==> src/rtl/knap_pkg.sv <==
// Shared definitions for the knapsack subset search: default sizes,
// controller state encoding and the item table entry layout.
package knap_pkg;

    localparam int unsigned KNAP_N_ITEMS = 7;
    localparam int unsigned KNAP_W       = 32;

    typedef enum logic [1:0] {
        ST_IDLE,
        ST_SCAN,
        ST_DRAIN,
        ST_DONE
    } state_e;

    // Item table entries are stored at KNAP_W bits; instances with a
    // narrower W use the low W bits of each field.
    typedef struct packed {
        logic [KNAP_W-1:0] value;
        logic [KNAP_W-1:0] weight;
    } item_t;

endpackage

==> src/rtl/knap_eval.sv <==
// Subset evaluator: sums the values and weights of the selected items
// (modulo 2^W) and presents the totals one clock later.
module knap_eval
    import knap_pkg::*;
#(
    parameter int unsigned N_ITEMS = KNAP_N_ITEMS,
    parameter int unsigned W       = KNAP_W
) (
    input  logic               clk,
    input  logic               rst_n,
    input  item_t              items_i [N_ITEMS],
    input  logic [N_ITEMS-1:0] sel_i,
    output logic [W-1:0]       value_o,
    output logic [W-1:0]       weight_o
);

    logic [W-1:0] value_d;
    logic [W-1:0] weight_d;

    // Combinational subset sums; wrap-around is intentional.
    always_comb begin
        value_d  = '0;
        weight_d = '0;
        for (int unsigned i = 0; i < N_ITEMS; i++) begin
            if (sel_i[i]) begin
                value_d  = value_d + W'(items_i[i].value);
                weight_d = weight_d + W'(items_i[i].weight);
            end
        end
    end

    // Pipeline register holding the totals of the previous selection.
    always_ff @(posedge clk or negedge rst_n) begin
        if (!rst_n) begin
            value_o  <= '0;
            weight_o <= '0;
        end else begin
            value_o  <= value_d;
            weight_o <= weight_d;
        end
    end

endmodule

==> src/rtl/knap_search.sv <==
// Exhaustive subset search over a small item table. Candidates are
// issued one per cycle, summed in knap_eval, and compared a cycle later.
// Build option KNAP_BEST_EN: keep the highest-value valid selection
// (ties go to the lowest index); otherwise stop at the first valid one.
module knap_search
    import knap_pkg::*;
#(
    parameter int unsigned N_ITEMS = KNAP_N_ITEMS,
    parameter int unsigned W       = KNAP_W
) (
    input  logic                       clk,
    input  logic                       rst_n,
    input  logic                       cfg_we,
    input  logic [$clog2(N_ITEMS)-1:0] cfg_idx,
    input  logic [W-1:0]               cfg_value,
    input  logic [W-1:0]               cfg_weight,
    input  logic [W-1:0]               min_value,
    input  logic [W-1:0]               max_weight,
    input  logic                       start,
    output logic                       busy,
    output logic                       done,
    output logic                       found,
    output logic [N_ITEMS-1:0]         best_sel,
    output logic [W-1:0]               best_value,
    output logic [W-1:0]               best_weight
);

    state_e             state_q, state_d;
    logic [N_ITEMS-1:0] cnt_q, cnt_d;
    logic [W-1:0]       min_q, min_d;
    logic [W-1:0]       max_q, max_d;
    item_t              table_q [N_ITEMS];
    item_t              table_d [N_ITEMS];
    logic               vld_q, vld_d;
    logic [N_ITEMS-1:0] tag_q, tag_d;
    logic               found_q, found_d;
    logic [N_ITEMS-1:0] sel_q, sel_d;
    logic [W-1:0]       bval_q, bval_d;
    logic [W-1:0]       bwt_q, bwt_d;
    logic [W-1:0]       sum_value, sum_weight;
    logic               cand_ok;

    knap_eval #(
        .N_ITEMS (N_ITEMS),
        .W       (W)
    ) u_eval (
        .clk      (clk),
        .rst_n    (rst_n),
        .items_i  (table_q),
        .sel_i    (cnt_q),
        .value_o  (sum_value),
        .weight_o (sum_weight)
    );

    // vld_q/tag_q track which candidate the evaluator totals belong to.
    assign cand_ok = vld_q && (sum_value >= min_q) && (sum_weight <= max_q);

    // Next-state, table write, candidate issue and best-result update.
    always_comb begin
        state_d = state_q;
        cnt_d   = cnt_q;
        min_d   = min_q;
        max_d   = max_q;
        table_d = table_q;
        vld_d   = (state_q == ST_SCAN);
        tag_d   = cnt_q;
        found_d = found_q;
        sel_d   = sel_q;
        bval_d  = bval_q;
        bwt_d   = bwt_q;

        unique case (state_q)
            ST_IDLE: begin
                if (cfg_we && (32'(cfg_idx) < N_ITEMS)) begin
                    table_d[cfg_idx].value  = KNAP_W'(cfg_value);
                    table_d[cfg_idx].weight = KNAP_W'(cfg_weight);
                end
                if (start) begin
                    state_d = ST_SCAN;
                    cnt_d   = '0;
                    min_d   = min_value;
                    max_d   = max_weight;
                    found_d = 1'b0;
                    sel_d   = '0;
                    bval_d  = '0;
                    bwt_d   = '0;
                end
            end
            ST_SCAN: begin
                cnt_d = cnt_q + N_ITEMS'(1);
                if (cnt_q == '1) begin
                    state_d = ST_DRAIN;
                end
            end
            ST_DRAIN: state_d = ST_DONE;
            ST_DONE:  state_d = ST_IDLE;
            default:  state_d = ST_IDLE;
        endcase

        // The last candidate's totals arrive during DRAIN, so compare there too.
        if (((state_q == ST_SCAN) || (state_q == ST_DRAIN)) && cand_ok) begin
`ifdef KNAP_BEST_EN
            if (!found_q || (sum_value > bval_q)) begin
                found_d = 1'b1;
                sel_d   = tag_q;
                bval_d  = sum_value;
                bwt_d   = sum_weight;
            end
`else
            if (!found_q) begin
                found_d = 1'b1;
                sel_d   = tag_q;
                bval_d  = sum_value;
                bwt_d   = sum_weight;
                state_d = ST_DONE;
            end
`endif
        end
    end

    // State, table, thresholds and result registers.
    always_ff @(posedge clk or negedge rst_n) begin
        if (!rst_n) begin
            state_q <= ST_IDLE;
            cnt_q   <= '0;
            min_q   <= '0;
            max_q   <= '0;
            table_q <= '{default: '0};
            vld_q   <= 1'b0;
            tag_q   <= '0;
            found_q <= 1'b0;
            sel_q   <= '0;
            bval_q  <= '0;
            bwt_q   <= '0;
        end else begin
            state_q <= state_d;
            cnt_q   <= cnt_d;
            min_q   <= min_d;
            max_q   <= max_d;
            table_q <= table_d;
            vld_q   <= vld_d;
            tag_q   <= tag_d;
            found_q <= found_d;
            sel_q   <= sel_d;
            bval_q  <= bval_d;
            bwt_q   <= bwt_d;
        end
    end

    assign busy        = (state_q != ST_IDLE);
    assign done        = (state_q == ST_DONE);
    assign found       = found_q;
    assign best_sel    = sel_q;
    assign best_value  = bval_q;
    assign best_weight = bwt_q;

endmodule
==> config.mk <==
export PLATFORM = sky130hd
export DESIGN_NAME = knap_search
export DESIGN_NICKNAME = d
export VERILOG_FILES = /design/src/rtl/knap_pkg.sv /design/src/rtl/knap_eval.sv /design/src/rtl/knap_search.sv
export SDC_FILE = /design/constraint.sdc
export NUM_CORES = 2
export LEC_CHECK = 0
export CAP_MARGIN = 20
export CORE_UTILIZATION = 58
export CTS_BUF_LIST = sky130_fd_sc_hd__clkbuf_8
export CTS_CLUSTER_SIZE = 24
export DETAILED_ROUTE_END_ITERATION = 8
export HOLD_SLACK_MARGIN = 0.03
export PLACE_DENSITY_LB_ADDON = 0.1
export SLEW_MARGIN = 20
export SYNTH_ARGS = -nofsm -noshare
export SYNTH_HDL_FRONTEND = slang
export SYNTH_SLANG_ARGS = --single-unit
==> constraint.sdc <==
create_clock -name clk -period 11.8 [get_ports clk]
set_input_delay 1.77 -clock clk [delete_from_list [all_inputs] [get_ports clk]]
set_output_delay 1.77 -clock clk [all_outputs]
set_load 0.03 [all_outputs]
==> out/metrics.yaml <==
grt_usage_pct: 31.38
path_clk_slew_ns: 0.06
hold_viol_final: 0
gp_congestion: 0.9890
ant_nets: 0
dr.pass1.iters: 7
routedWlPerCell_um: 20.54
maxSlewViolCount: 0
status: "finished clean"
netlist_area_um2: 50000
drt-initial-drc-count: 3325
crit_fanout: 40
htreeDepth: 3
area_growth_pct: 16.43
dp_slack_ns: -0.1639
async_flop_share_pct: 100.0
yosys.area.top_type_share_pct: 33.28
cts_hold_buf: 0
tightestPinTransition_ns: 1.104
die_area_um2: 87380
insertion_delay_ns: 0.77
ys_ff_latch: 665
hpwl_mm: 103.4
critical_path.max_stage_delay_ns: 0.39
max-cap-violations: 0
fin_ws_ns: 0.4170
rows: 107
die_y_um: 295.6
syn_inst: 5229
routed_wl_mm: 140.0
yosysTopAreaCell: "dfrtp_1"
ys_warn_count: 0
ys_seq_area_share_pct: 33.28
tns_ns: 0
worstSetupEndpointType: "register"
required_ns: 12.44
grt_pass1_wl_mm: 215.7
final_core_util_pct: 68.26
cts_tree: "yes"
antenna_found_initial: 6
cts_made_buffers: 118
crit_slowest_cell: "fa_1"
nets: 6178
vias: 41330
hold_class: "register to register"
fmax_mhz: 87.85
port-buffer-count: 208
synthFlopType: "dfrtp_1"
grt_pass1_vias: 38760
ys_top_cells_by_area: "dfrtp_1 (33%), mux2_2 (14%), ha_1 (11%)"
avgSynthCellArea_um2: 9.562
period_share_pct: 96.47
period_needed_ns: 11.38
hold_ws_ns: 0.4995
clock-sinks: 665
clock_path_buffers: 3
critical_path_class: "register to register"
grt_setup_unrepaired: "yes"
setup_viol: 0
syn_nets: 5831
io_pins: 209
grt_overflow: 0
path_common_cell: "a21o_1"
skew_ns: 0.03321
start_util_pct: 58.63
synth_edf_count: 0
slew_headroom_pct: 26.40
drc: 0
grt_max_degree: 157
ys_types: 94
root_buffer: "clkbuf_8"
layout-drive-gt1-share_pct: 22.52
vias_per_cell: 6.061
fp.dieW_um: 295.6
core_region_area_um2: 85280
crit_arrival_ns: 12.02
start_kind: "register"
## final cells by class
type | instances | area (µm²)
antenna | 4 | 10.01
timing repair buffer | 421 | 3752
inverter | 306 | 1149
clock buffer | 152 | 2092
clock inverter | 62 | 435.4
fill | 6885 | 27060
tap | 1144 | 1431
sequential | 665 | 16660
multi-input combinational | 4064 | 32690
## metal layers
layer  global-route usage (%)  vias up  share of wire [%]
li1                         -    19720                  -
met2                    43.93     1329                 41
met1                    49.57    20090                 50
met5                        0        -                  0
met3                    4.608      194                7.3
met4                    8.543        0                2.2
## cell families after synthesis
family,Yosys count,share of synthesized area (%)
compound gates,1404,18.39
simple gates,1153,10.92
mux,739,16.39
flops,665,33.28
buf+inv,500,3.794
fa+ha+maj,471,11.95
xor+xnor,297,5.285
## worst max-delay path, delay by kind of cell (launching register included)
kind | cells | cell delay, ns
XOR/XNOR | 7 | 1.19
buffers and inverters | 5 | 0.79
flip-flops | 1 | 0.36
adder cells (fa/ha/maj) | 6 | 1.97
AO/OA/AOI/OAI | 26 | 4.11
AND/OR/NAND/NOR | 12 | 2.38
multiplexers | 2 | 0.44
## per-stage QoR
step	area [µm²]	instances
2_1_floorplan	50010	5229
3_3_place_gp	54200	6560
3_5_place_dp	54200	6560
4_1_cts	56760	6774
5_1_grt	58210	6816
6_report	58220	6818
## sequential cells by signal (all words and copies together), names as in the netlist
name / cells
best_weight: 32
u_eval.weight_o: 32
min_q: 32
u_eval.value_o: 32
vld_q: 1
found: 1
cnt_q: 7
best_value: 32
state_q: 2
tag_q: 7
table_q: 448
max_q: 32
best_sel: 7
## cell usage after synthesis (47+ instances only)
master	n
nor2_1	253
nand3_1	77
and2_1	67
mux2_2	623
inv_1	302
nor3_1	59
mux2i_1	114
clkbuf_1	167
o21bai_1	47
xnor2_1	192
a21o_1	213
o21a_1	77
o21ai_0	286
dfrtp_1	665
nand2b_1	48
a31oi_1	52
and3_1	48
a21oi_1	366
xor2_1	102
a211oi_1	52
ha_1	455
nand2_1	417
## timing repair
action | 4_1_cts | 5_1_grt
resized for setup | 8 | 259
pin swaps | 0 | 81
setup endpoints to repair | 3 | 21
buffers inserted | 0 | 40
## final timing paths
kind | cells after the start | start | slack (ns) | endpoint
max | 58 | cnt_q[0] | 0.42 | u_eval.value_o[31]
min | 2 | tag_q[6] | 0.50 | best_sel[6]
max reg2reg | 58 | cnt_q[0] | 0.42 | u_eval.value_o[31]
min reg2reg | 2 | tag_q[6] | 0.50 | best_sel[6]
max in group asynchronous | 3 | rst_n | 8.73 | table_q[48]
min in group asynchronous | 1 | rst_n | 1.04 | best_weight[1]
## layout by cell type (no fill, tap or decap), types with 102 or more instances in the layout
cell and instances:
clkbuf_8 152, mux2_2 623, nand2_1 412, xor2_1 102
a21o_1 213, nor2_1 241, dfrtp_1 658, o21ai_0 245
buf_4 207, xnor2_1 183, mux2i_1 112, inv_1 334
ha_1 422, a21oi_1 331, clkdlybuf4s50_1 207
Power is not shown: default switching activity piles up to over one toggle a cycle in this logic, so the estimate is an artifact.
